===== src/rtl/wb_sram_ctrl.sv =====
// Wishbone-classic slave driving an external asynchronous SRAM.
// 32-bit or big-endian split 16-bit SRAM, with programmable wait states.
module wb_sram_ctrl #(
  parameter int AW      = 18,
  parameter int SRAM_DW = 32,
  parameter int RD_WAIT = 1,
  parameter int WR_WAIT = 1
) (
  input  logic               clk_i,
  input  logic               rst_n_i,
  input  logic               wb_cyc_i,
  input  logic               wb_stb_i,
  input  logic               wb_we_i,
  input  logic [31:0]        wb_adr_i,
  input  logic [3:0]         wb_sel_i,
  input  logic [31:0]        wb_dat_i,
  output logic [31:0]        wb_dat_o,
  output logic               wb_ack_o,
  input  logic [SRAM_DW-1:0] sram_dat_i,
  output logic [SRAM_DW-1:0] sram_dat_o,
  output logic               sram_dat_oe_o,
  output logic [AW-1:0]      sram_addr_o,
  output logic [SRAM_DW/8-1:0] sram_bsel_o,
  output logic               sram_ncs_o,
  output logic               sram_noe_o,
  output logic               sram_nwe_o
);

  localparam int BW = SRAM_DW / 8;
  localparam logic [3:0] LP_RW = 4'(RD_WAIT);
  localparam logic [3:0] LP_WW = 4'(WR_WAIT);

  typedef enum logic [2:0] {
    S_IDLE,
    S_RSTRB,
    S_WSETUP,
    S_WSTRB,
    S_WHOLD,
    S_NEXT,
    S_ACK
  } state_t;

  state_t r_state;
  state_t w_nxt;
  state_t w_end;

  logic [3:0]    r_cnt;
  logic [3:0]    w_cnt;
  logic          r_half;
  logic          w_half;
  logic          r_abort;
  logic          w_abort_n;
  logic          r_we;
  logic [AW-1:0] r_adr;
  logic [3:0]    r_sel;
  logic [31:0]   r_wdat;

  logic [31:0]   r_dat_o;
  logic          r_ack;
  logic [SRAM_DW-1:0] r_sdat;
  logic          r_oe;
  logic [AW-1:0] r_saddr;
  logic [BW-1:0] r_bsel;
  logic          r_ncs;
  logic          r_noe;
  logic          r_nwe;

  logic          w_idle;
  logic          w_req;
  logic          w_abort;
  logic          w_cap;
  logic          w_acc;
  logic          w_wr;
  logic [AW-1:0] w_adr;
  logic [3:0]    w_sel;
  logic [31:0]   w_wdat;
  logic          w_h0;
  logic          w_h1;
  logic [AW-1:0] w_sa;
  logic [BW-1:0] w_sb;
  logic [SRAM_DW-1:0] w_sd;
  logic [31:0]   w_rmask;
  logic [31:0]   w_cap_dat;
  logic          w_unused;

  assign w_idle  = (r_state == S_IDLE);
  assign w_req   = wb_cyc_i & wb_stb_i;
  assign w_abort = r_abort | ~wb_cyc_i;

  // In IDLE the access is set up straight from the bus, later from latches
  assign w_adr  = w_idle ? wb_adr_i[AW+1:2] : r_adr;
  assign w_sel  = w_idle ? wb_sel_i : r_sel;
  assign w_wdat = w_idle ? wb_dat_i : r_wdat;

  assign w_rmask = {{8{r_sel[3]}}, {8{r_sel[2]}},
                    {8{r_sel[1]}}, {8{r_sel[0]}}};

  assign w_unused = ^{wb_adr_i[1:0], wb_adr_i[31:AW+2]};

  if (SRAM_DW == 32) begin : g_dw32
    assign w_h0 = |w_sel;
    assign w_h1 = 1'b0;
    assign w_sa = w_adr;
    assign w_sb = ~w_sel;
    assign w_sd = w_wdat;
    assign w_cap_dat = sram_dat_i & w_rmask;
  end else begin : g_dw16
    logic w_unused_msb;
    assign w_unused_msb = w_adr[AW-1];
    assign w_h0 = |w_sel[3:2];
    assign w_h1 = |w_sel[1:0];
    assign w_sa = {w_adr[AW-2:0], w_half};
    assign w_sb = w_half ? ~w_sel[1:0] : ~w_sel[3:2];
    assign w_sd = w_half ? w_wdat[15:0] : w_wdat[31:16];
    assign w_cap_dat = r_half ?
      {r_dat_o[31:16], sram_dat_i & w_rmask[15:0]} :
      {sram_dat_i & w_rmask[31:16], r_dat_o[15:0]};
  end

  assign w_end = w_abort ? S_IDLE :
                 (~r_half & w_h1) ? S_NEXT : S_ACK;

  always_comb begin
    w_nxt     = r_state;
    w_cnt     = r_cnt;
    w_half    = r_half;
    w_abort_n = r_abort;
    w_cap     = 1'b0;
    unique case (r_state)
      S_IDLE: begin
        w_cnt     = 4'd0;
        w_abort_n = 1'b0;
        if (w_req) begin
          if (!(w_h0 | w_h1)) begin
            w_nxt = S_ACK;
          end else begin
            w_half = ~w_h0;
            w_nxt  = wb_we_i ? S_WSETUP : S_RSTRB;
          end
        end
      end
      S_RSTRB: begin
        w_abort_n = w_abort;
        if (r_cnt == LP_RW) begin
          w_cap = 1'b1;
          w_cnt = 4'd0;
          w_nxt = w_end;
        end else begin
          w_cnt = r_cnt + 4'd1;
        end
      end
      S_WSETUP: begin
        w_abort_n = w_abort;
        w_nxt     = S_WSTRB;
      end
      S_WSTRB: begin
        w_abort_n = w_abort;
        if (r_cnt == LP_WW) begin
          w_cnt = 4'd0;
          w_nxt = S_WHOLD;
        end else begin
          w_cnt = r_cnt + 4'd1;
        end
      end
      S_WHOLD: begin
        w_abort_n = w_abort;
        w_nxt     = w_end;
      end
      S_NEXT: begin
        if (w_abort) begin
          w_nxt = S_IDLE;
        end else begin
          w_half = 1'b1;
          w_nxt  = r_we ? S_WSETUP : S_RSTRB;
        end
      end
      S_ACK:   w_nxt = S_IDLE;
      default: w_nxt = S_IDLE;
    endcase
  end

  always_ff @(posedge clk_i or negedge rst_n_i) begin
    if (!rst_n_i) begin
      r_state <= S_IDLE;
      r_cnt   <= 4'd0;
      r_half  <= 1'b0;
      r_abort <= 1'b0;
      r_we    <= 1'b0;
      r_adr   <= '0;
      r_sel   <= 4'd0;
      r_wdat  <= 32'd0;
    end else begin
      r_state <= w_nxt;
      r_cnt   <= w_cnt;
      r_half  <= w_half;
      r_abort <= w_abort_n;
      if (w_idle && w_req) begin
        r_we   <= wb_we_i;
        r_adr  <= wb_adr_i[AW+1:2];
        r_sel  <= wb_sel_i;
        r_wdat <= wb_dat_i;
      end
    end
  end

  // Pins are loaded from the next state so every output is a flop
  assign w_acc = (w_nxt == S_RSTRB) || (w_nxt == S_WSETUP) ||
                 (w_nxt == S_WSTRB) || (w_nxt == S_WHOLD);
  assign w_wr  = (w_nxt == S_WSETUP) || (w_nxt == S_WSTRB) ||
                 (w_nxt == S_WHOLD);

  always_ff @(posedge clk_i or negedge rst_n_i) begin
    if (!rst_n_i) begin
      r_dat_o <= 32'd0;
      r_ack   <= 1'b0;
      r_sdat  <= '0;
      r_oe    <= 1'b0;
      r_saddr <= '0;
      r_bsel  <= '1;
      r_ncs   <= 1'b1;
      r_noe   <= 1'b1;
      r_nwe   <= 1'b1;
    end else begin
      if (w_idle && w_req) begin
        r_dat_o <= 32'd0;
      end else if (w_cap) begin
        r_dat_o <= w_cap_dat;
      end
      r_ack <= (w_nxt == S_ACK);
      r_ncs <= ~w_acc;
      r_noe <= ~(w_nxt == S_RSTRB);
      r_nwe <= ~(w_nxt == S_WSTRB);
      r_oe  <= w_wr;
      if (w_acc) begin
        r_saddr <= w_sa;
        r_bsel  <= w_sb;
      end else begin
        r_bsel  <= '1;
      end
      if (w_wr) begin
        r_sdat <= w_sd;
      end
    end
  end

  assign wb_dat_o      = r_dat_o;
  assign wb_ack_o      = r_ack;
  assign sram_dat_o    = r_sdat;
  assign sram_dat_oe_o = r_oe;
  assign sram_addr_o   = r_saddr;
  assign sram_bsel_o   = r_bsel;
  assign sram_ncs_o    = r_ncs;
  assign sram_noe_o    = r_noe;
  assign sram_nwe_o    = r_nwe;

endmodule


===== config.mk =====
export PLATFORM = sky130hd
export DESIGN_NAME = wb_sram_ctrl
export DESIGN_NICKNAME = d
export VERILOG_FILES = /design/src/rtl/wb_sram_ctrl.sv
export SDC_FILE = /design/constraint.sdc
export NUM_CORES = 1
export LEC_CHECK = 0
export CORE_MARGIN = 2
export CORE_UTILIZATION = 59
export CTS_CLUSTER_SIZE = 14
export DETAILED_ROUTE_END_ITERATION = 8
export DONT_BUFFER_PORTS = 1
export GPL_ROUTABILITY_DRIVEN = 0
export MAX_ROUTING_LAYER = met4
export PLACE_DENSITY = 0.75
export SLEW_MARGIN = 20
export SYNTH_ARGS = -nofsm -noshare
export SYNTH_HDL_FRONTEND = slang
export SYNTH_SLANG_ARGS = --single-unit

===== constraint.sdc =====
create_clock -name clk_i -period 2.4 [get_ports clk_i]
set_input_delay 0.48 -clock clk_i [delete_from_list [all_inputs] [get_ports clk_i]]
set_output_delay 0.48 -clock clk_i [all_outputs]
set_load 0.01 [all_outputs]

==> results of run 1 <==
==> metrics by stage <==
step                      utilization (%)  hold WS [ps]  total power [uW]
final                                66.6          -357             11100
after global routing                 66.6          -391             11900
after CTS                            66.6          -385             11200
after detailed placement             61.6           187              8770
after global placement               61.6           188              8520
after floorplan                         -           184              7840
==> cell type report <==
class | count | area (um^2) | share of cell area, %
multi-input combinational | 467 | 2500 | 34.7
clock buffer | 30 | 533 | 7.38
clock inverter | 1 | 5.00 | 0.0693
timing repair buffer | 14 | 130 | 1.80
inverter | 3 | 11.3 | 0.156
tap | 140 | 175 | 2.43
sequential | 154 | 3860 | 53.5
==> per-layer routing <==
layer  track usage, %  share of wire (%)  up-vias
met5                -                  0        -
met4             8.23                1.8        0
met3             9.66                9.1       28
met2             39.4                 48      146
met1             31.5                 41     2210
li1                 -                  -     2112
==> final timing paths <==
path	endpoint	slack, ps	from	cells past startpoint
worst max-delay path	sram_dat_o[18]	140	r_state[2]	6
worst min-delay path	sram_addr_o[5]	-360	rst_n_i	0
worst max register to register	sram_dat_o[18]	140	r_state[2]	6
worst min register to register	r_wdat[2]	470	r_wdat[2]	2
max in group asynchronous	sram_bsel_o[1]	2420	rst_n_i	0
min in group clk_i	r_wdat[14]	50	wb_dat_i[14]	2
==> placed cells by master (no fill, tap or decap), types with 3 or more instances in the layout <==
master,instances
a22o_1,33
and2_1,4
buf_4,12
clkbuf_1,6
clkbuf_16,16
clkbuf_8,8
dfrtp_1,147
dfstp_2,7
inv_1,3
mux2_1,19
mux2_2,16
mux2_4,15
nand2_1,335
nand3_1,5
nor2_1,7
nor2b_1,3
o21ai_0,7
==> critical path, cell delays in order, from the launching register on <==
cell	delay [ps]
dfrtp_1	470
and3b_1	260
a21oi_1	190
a2bb2oi_1	330
a21boi_4	260
buf_12	240
mux2_2	370
==> flip-flops by register name, indices dropped and copies added, names as in the netlist <==
| signal | cells |
|---|---|
| sram_noe_o | 1 |
| wb_dat_o | 32 |
| sram_dat_oe_o | 1 |
| r_adr | 18 |
| sram_nwe_o | 1 |
| r_we | 1 |
| r_state | 3 |
| sram_ncs_o | 1 |
| r_sel | 4 |
| sram_addr_o | 18 |
| sram_dat_o | 32 |
| sram_bsel_o | 4 |
| r_abort | 1 |
| r_cnt | 4 |
| wb_ack_o | 1 |
| r_wdat | 32 |
==> cell families after synthesis <==
family | count (synthesis) | synth area share (%)
buffers and inverters | 42 | 3.00
multiplexers | 50 | 9.46
AND/OR/NAND/NOR | 368 | 22.2
XOR/XNOR | 1 | 0.134
flip-flops | 154 | 59.0
AO/OA/AOI/OAI | 48 | 6.17
==> power groups by stage <==
| stage | sequential [uW] | clock (uW) | combinational (uW) |
|---|---|---|---|
| finish | 4940 | 2420 | 3760 |
| global route | 5090 | 2610 | 4210 |
| CTS | 4960 | 2480 | 3810 |
| detailed placement | 4980 | 0 | 3800 |
| global placement | 4920 | 0 | 3590 |
| floorplan | 4700 | 0 | 3140 |
==> out/qor.yml, run 1 <==
vias_per_cell: 5.56
coreArea_mm2: 0.0108
htree_levels: 4
clock_skew_ps: 7.07
ys_warn_count: 0
status: "finished, violations left"
hp-class: "input port to asynchronous set/reset pin"
antenna_found_initial: 0
required_ps: 2810
wl_per_cell_um: 17.6
drc: 0
arrival_ps: 2670
drive_gt1_share_pct: 13.0
root_buffer: "clkbuf_8"
grt_usage_pct: 25.6
p_sw_uw: 4050
fp.dieW_um: 109
start_util_pct: 60.4
yosys_most_used_dff: "dfrtp_1"
placed_cell_area_mm2: 0.00668
hold_viol_final: 154
drt-total-wl_um: 14200
grt_max_degree: 155
num_rows: 38
post-route-period-util_pct: 94.1
post_cts_resized: 0
layout.nets: 762
report.final.setup_viol: 0
violations: "hold timing"
synth_area_per_cell_um2: 9.87
p_comb_share_pct: 33.8
tightest_slew_ps: 503
clk_latency_ps: 530
netlist-cell-type-count: 35
nFillCells: 837
place_worst_setup_slack_ps: 82.4
p_int_uw: 7070
synth_most_common_cell: "nand2_1"
path_max_fanout: 33
layout_min_cycle_time_ps: 2260
num_antenna_cells: 0
p_sw_share_pct: 36.5
numPlacedInstances: 778
final_area_mm2: 0.00722
fin_cells: 809
ys_top_cells_by_count: "335 x nand2_1, 147 x dfrtp_1, 33 x a22o_1"
synthCells: 663
drv_slew: 0
rsz0062_at_grt: "no"
p_leak_uw: 0.00378
end_kind: "flip-flop"
crit_type: "flip-flop to flip-flop"
yosysTopAreaCellShare_pct: 56.2
cts_buffer_depth: 2
setup_ws_ps: 143
clock.fmax_mhz: 443
seq_area_frac_synth_pct: 59.0
hold-worst-slack_ps: -357
timing.setup.tns_ps: 0
clk_pin_slew_worst_paths_ps: 60
ys_seq_elements: 154
clkPwrFrac_pct: 21.8
ant_nets: 0
seqPwrFrac_pct: 44.4
first_pass_iters: 4
drt_iter0_markers: 275
vdd_drop_max_uv: 835
cts.sinks: 154
syn_nets: 768
portBuffers: 0
pin_count: 196
async_flop_share_pct: 100
hpwlAfterDp_um: 9240
synthesis.area_mm2: 0.00655
grt_pass1_wl_um: 22500
synth_top_area_cell: "dfrtp_1"
relSlewSlack_pct: 66.4
via_count: 4496
post_cts_buffers: 0
cellPowerDensity_mw_per_mm2: 1540
start_kind: "flip-flop"
yosys-top-cells-area: "dfrtp_1 56%, nand2_1 19%, a22o_1 4.4%"
die_area_mm2: 0.0120
numCtsBuffers: 17
drv_cap: 0
grt_pass1_vias: 4563
synth_edf_count: 0
grt_overflow_total: 0
syn_to_final_growth_pct: 10.3
fp.dieH_um: 109
cts_tree: "yes"
(Power assumes the default switching activity.)
==> inputs of run 2 (changes only) <==
- clock period: 2.4 -> 2.2 ns (I/O delays scaled with it)
==> run 2 against run 1 <==
Effect of this change:
- worst hold slack got worse by 29 ps
- the flow still finishes with violations (hold timing)
- die area unchanged
- sequential share of layout area decreased by 0.59 points
- first-iteration DRC count increased by 11%
- clock power increased by 16%
- design area increased by 1.1%
- clock skew increased by 0.52 ps
==> out/qor.yml, run 2 (synthesized netlist as in run 1, its figures left out) <==
status: "finished, violations left"
violations: "hold timing"
vdd_drop_max_uv: 901  # +7.9%
post-route-period-util_pct: 96.6  # +2.6 points
portBuffers: 0  # unchanged
start_kind: "flip-flop"
fin_cells: 813  # +0.49%
cellPowerDensity_mw_per_mm2: 1690  # +9.6%
htree_levels: 4  # unchanged
clock_skew_ps: 7.60  # +0.522 ps
p_leak_uw: 0.00382  # +1.1%
finish.utilization_pct: 67.3  # +0.76 points
end_kind: "flip-flop"
final_common_cell: "nand2_1"
path_max_fanout: 23  # -30%
layout.nets: 766  # +0.52%
hpwlAfterDp_um: 9130  # -1.1%
p_sw_share_pct: 36.0  # -0.48 points
fp.dieH_um: 109  # unchanged
clk_pin_slew_worst_paths_ps: 60  # about the same
arrival_ps: 2530  # -140 ps
start_util_pct: 60.4  # unchanged
drv_cap: 0  # unchanged
numCtsBuffers: 17  # unchanged
drc: 0  # unchanged
required_ps: 2600  # -210 ps
grt_overflow_total: 0  # unchanged
r2r_slack_ps: 70  # -70 ps
vias_per_cell: 5.58  # +0.48%
wl_per_cell_um: 17.5  # -0.53%
drt-total-wl_um: 14200  # about the same
grt_pass1_vias: 4563  # unchanged
post_cts_buffers: 0  # unchanged
crit_type: "flip-flop to flip-flop"
pin_count: 196  # unchanged
hold_viol_final: 154  # unchanged
numPlacedInstances: 781  # +0.39%
root_buffer: "clkbuf_8"
clock.fmax_mhz: 471  # +6.2%
hp-class: "input port to asynchronous set/reset pin"
rsz0062_at_grt: "no"
coreArea_mm2: 0.0108  # unchanged
grt_max_degree: 155  # unchanged
drv_slew: 0  # unchanged
p_sw_uw: 4440  # +9.5%
cts_tree: "yes"
hold-worst-slack_ps: -385  # -28.7 ps
num_rows: 38  # unchanged
first_pass_iters: 5  # +1
clk_latency_ps: 520  # about the same
timing.setup.tns_ps: 0  # unchanged
syn_to_final_growth_pct: 11.5
reg2reg_depth: 5  # -1
fp.dieW_um: 109  # unchanged
grt_usage_pct: 25.4  # -0.23 points
mostFrequentLayoutCells: "335 x nand2_1, 146 x dfrtp_1, 33 x a22o_1"
relSlewSlack_pct: 53.3  # -13 points
layout_min_cycle_time_ps: 2130  # -132 ps
p_int_uw: 7900  # +12%
num_antenna_cells: 0  # unchanged
cts.sinks: 154  # unchanged
tightest_slew_ps: 698  # +196 ps
drt_iter0_markers: 305  # +11%
via_count: 4540  # +0.98%
clkPwrFrac_pct: 22.8  # +1.0 points
grt_pass1_wl_um: 22400  # -0.43%
drive_gt1_share_pct: 14.4  # +1.4 points
p_comb_share_pct: 33.5  # -0.3 points
report.final.setup_viol: 0  # unchanged
cts_buffer_depth: 2  # unchanged
antenna_found_initial: 0  # unchanged
seqPwrFrac_pct: 43.7  # -0.7 points
ant_nets: 0  # unchanged
die_area_mm2: 0.0120  # unchanged
-- run 2: timing repair --
action	in CTS	in global routing
resized for setup	1	4
setup endpoints to repair	32	50
hold endpoints to repair	154	155
pin swaps	0	1
-- run 2: layer usage --
| metal | wire (um) | vias to the layer above | GRT usage [%] | share of wire (%) |
|---|---|---|---|---|
| met2 | 7060 | 159 | 40.0 | 50 |
| met5 | 0 | - | - | 0 |
| met4 | 161 | 0 | 9.22 | 1.1 |
| met3 | 1170 | 12 | 9.43 | 8.2 |
| met1 | 5840 | 2249 | 30.0 | 41 |
| li1 | - | 2120 | - | - |
-- run 2: final timing paths --
kind,start,endpoint
setup / recovery,r_state[1],sram_addr_o[0]
max in group asynchronous,rst_n_i,sram_bsel_o[0]
setup reg to reg,r_state[1],sram_addr_o[0]
min in group clk_i,wb_dat_i[6],r_wdat[6]
hold / removal,rst_n_i,sram_addr_o[11]
hold reg to reg,r_wdat[0],r_wdat[0]
-- run 2: per-stage QoR --
stage / setup slack, ps / power (uW) / cell area, um^2
after floorplan: 107 / 8550 / 6550
after global placement: -4.47 / 9310 / 6690
after detailed placement: -61.2 / 9560 / 6690
after CTS: 44.8 / 12400 / 7270
after global routing: 4.88 / 13200 / 7300
final: 74.7 / 12300 / 7300
-- run 2: power groups by stage --
stage	Combinational [uW]	Clock, uW	Sequential [uW]
2_1_floorplan	3420	0	5130
3_3_place_gp	3940	0	5370
3_5_place_dp	4150	0	5410
4_1_cts	4180	2860	5390
5_1_grt	4670	2990	5550
6_report	4140	2810	5380
-- run 2: final cells by class --
| type | instances | area, um^2 |
|---|---|---|
| clock buffers | 24 | 490 |
| clock inverters | 7 | 88.8 |
| fillers | 823 | 3540 |
| inverters | 3 | 11.3 |
| multi-input cells | 467 | 2520 |
| flip-flops and latches | 154 | 3860 |
| well taps | 140 | 175 |
| repair buffers | 18 | 150 |
-- run 2: critical path, cell delays in order, from the launching register on --
cell and delay, ps:
dfrtp_1 420, or3b_4 410, nor3_1 200, a211o_1 190
o31a_4 410, mux2_2 390
==> inputs of run 3 (changes only) <==
- ABC_AREA: default -> 1
==> run 3 against run 2 <==
Effect of this change:
- the run still ends with hold timing left
- largest cell class unchanged
- clock power increased by 11%
- total power is 7.9% higher
- fmax increased by 3.4%
- sequential share of layout area fell by 1.7 points
- non-clock buffer count down 5
- design area grew 3.3%
- first-iteration DRC count increased by 41%
- clock skew rose by 1.2 ps
- combinational power rose by 16%
- worst hold slack better by 95 ps
- routed wire length is 4.6% higher
- flip-flop and latch count did not move
==> out/qor.yml, run 3 <==
nFillCells: 874  # +6.2%
cts_tree: "yes"
ys_top_cells_by_count: "210 x nand2_1, 147 x dfrtp_1, 136 x o21ai_0"
status: "finished, violations left"
grt_pass1_wl_um: 23800  # +6.2%
r2r_start: "r_state[2]"
pin_count: 196  # unchanged
antenna_found_initial: 0  # unchanged
cellPowerDensity_mw_per_mm2: 1770  # +4.5%
yosysTopAreaCellShare_pct: 54.6  # -1.5 points
synth_edf_count: 0  # unchanged
cts_buffer_depth: 2  # unchanged
critPathTopFamily: "simple AND/OR/NAND/NOR gates"
grt_overflow_total: 0  # unchanged
fp.dieW_um: 111  # +1.4%
arrival_ps: 2390  # -140 ps
num_antenna_cells: 0  # unchanged
seq_area_frac_synth_pct: 57.4  # -1.6 points
slowest_delay_ps: 430  # about the same
start_util_pct: 59.7  # -0.67 points
worst-path-buf-inv: 4  # +4
hpwlAfterDp_um: 9110  # -0.22%
p_leak_uw: 0.00389  # +1.8%
tightest_slew_ps: 565  # -134 ps
crit_chain: "inv_4 > nand2_4 > nand2_1 > nand2_1 > nor2_2 > nand3_2 > nand2_2 > inv_2 > o21ai_4 > buf_12 > buf_12 > nand2_1 > o21ai_1"
clock_skew_ps: 8.78  # +1.19 ps
wl_per_cell_um: 15.7  # -11%
syn_to_final_growth_pct: 12.1
grt_usage_pct: 24.7  # -0.64 points
yosys_most_used_dff: "dfrtp_1"
fp.dieH_um: 111  # +1.4%
async_flop_share_pct: 100  # unchanged
drv_slew: 0  # unchanged
clock.fmax_mhz: 487  # +3.4%
synthCells: 805  # +21%
layout.nets: 901  # +18%
synth_most_common_cell: "nand2_1"
drt_iter0_markers: 430  # +41%
post-route-period-util_pct: 93.4  # -3.2 points
violations: "hold timing"
multi_input_area_mm2: 0.00218  # -13%
numCtsBuffers: 17  # unchanged
final_area_mm2: 0.00754  # +3.3%
report.final.setup_viol: 0  # unchanged
drc: 0  # unchanged
portBuffers: 0  # unchanged
first_pass_iters: 4  # -1
r2r_slack_ps: 140  # +70 ps
synthesis.area_mm2: 0.00673  # +2.8%
vdd_drop_max_uv: 1400  # +56%
drive_gt1_share_pct: 8.17  # -6.2 points
ant_nets: 0  # unchanged
coreArea_mm2: 0.0113  # +4.0%
vias_per_cell: 5.53  # -0.99%
path_max_fanout: 17  # -26%
grt_max_degree: 155  # unchanged
placed_cell_area_mm2: 0.00680  # +1.7%
layout_min_cycle_time_ps: 2060  # -70.0 ps
crit_type: "flip-flop to flip-flop"
clk_pin_slew_worst_paths_ps: 60  # about the same
drt-total-wl_um: 14900  # +4.6%
hold-worst-slack_ps: -290  # +95.1 ps
yosys-top-cells-area: "dfrtp_1 55%, nand2_1 12%, o21ai_0 10%"
grt_pass1_vias: 4891  # +7.2%
end_kind: "flip-flop"
synth_top_area_cell: "dfrtp_1"
hold_viol_final: 154  # unchanged
crit_slowest_cell: "dfrtp_1"
seq_area_mm2: 0.00386  # unchanged
mostFrequentLayoutCells: "209 x nand2_1, 146 x dfrtp_1, 136 x o21ai_0"
via_count: 5258  # +16%
num_rows: 39  # +2.6%
die_area_mm2: 0.0123  # +2.7%
root_buffer: "clkbuf_16"
reg2reg_depth: 13  # +8
p_total_uw: 13300  # +7.9%
cts.sinks: 154  # unchanged
ys_seq_elements: 154  # unchanged
hp-class: "input port to asynchronous set/reset pin"
netlist-cell-type-count: 24  # -31%
path_common_cell: "nand2_1"
final_common_cell: "nand2_1"
htree_levels: 4  # unchanged
start_kind: "flip-flop"
finish.utilization_pct: 66.9  # -0.43 points
ys_warn_count: 0  # unchanged
syn_nets: 910  # +18%
drv_cap: 0  # unchanged
clk_latency_ps: 420  # -100 ps
required_ps: 2540  # -60 ps
synth_area_per_cell_um2: 8.36  # -15%
relSlewSlack_pct: 62.4  # +9.0 points
rr_endpoint: "sram_dat_o[28]"
run 3: cell type report:
cell class	instances	area share, %
Sequential cell	154	51.2
Multi-Input combinational cell	477	28.9
Inverter	133	6.67
Clock buffer	24	6.65
Tap cell	143	2.37
Timing Repair Buffer	13	2.36
Clock inverter	7	1.82
run 3: per-layer routing:
metal / track usage [%] / vias to the layer above / share of wire [%]
met5: - / - / 0
met4: 8.67 / 0 / 1.9
met3: 7.65 / 25 / 5.9
met2: 38.0 / 187 / 50
met1: 31.5 / 2540 / 42
li1: - / 2506 / -
run 3: worst max path at each step:
| stage | slack [ps] | cells past startpoint | startpoint | to |
|---|---|---|---|---|
| final | 140 | 13 | r_state[2] | sram_dat_o[28] |
| after global routing | -30 | 10 | r_cnt[2] | sram_addr_o[16] |
| after CTS | 90 | 12 | r_state[2] | sram_dat_o[28] |
| after detailed placement | 160 | 12 | r_state[2] | sram_dat_o[9] |
| after global placement | 250 | 11 | r_state[2] | sram_dat_o[2] |
| after floorplan | 340 | 13 | r_state[0] | sram_addr_o[2] |
run 3: kinds of logic after synthesis:
| family | after synthesis | share of synthesized area (%) |
|---|---|---|
| compound gates | 171 | 13.0 |
| simple gates | 306 | 19.1 |
| flops | 154 | 57.4 |
| buf+inv | 174 | 10.5 |
run 3: what timing repair did:
action | CTS | global route
setup endpoints to repair | 0 | 82
gates resized for setup | 0 | 6
hold endpoints to repair | 154 | 154
buffers inserted | 0 | 1
run 3: worst register-to-register path: stages (launching register included):
cell and delay, ps:
dfrtp_1 430, inv_4 150, nand2_4 110, nand2_1 70
nand2_1 80, nor2_2 170, nand3_2 130, nand2_2 130
inv_2 70, o21ai_4 170, buf_12 140, buf_12 150
nand2_1 80, o21ai_1 90
run 3: report_power, final:
group          switching, uW  total (uW)  internal, uW  leakage [uW]
clock                   1080        3120          2040      0.000312
sequential              1190        5380          4190       0.00197
combinational           3070        4820          1740       0.00161
run 3: through the flow:
stage	cells	hold WS (ps)	setup TNS, ps	setup WS [ps]
detailed placement	916	147	0	158
floorplan	805	144	0	337
global placement	916	148	0	246
global route	951	-313	-150	-33.0
CTS	947	-309	0	93.5
finish	951	-290	0	145
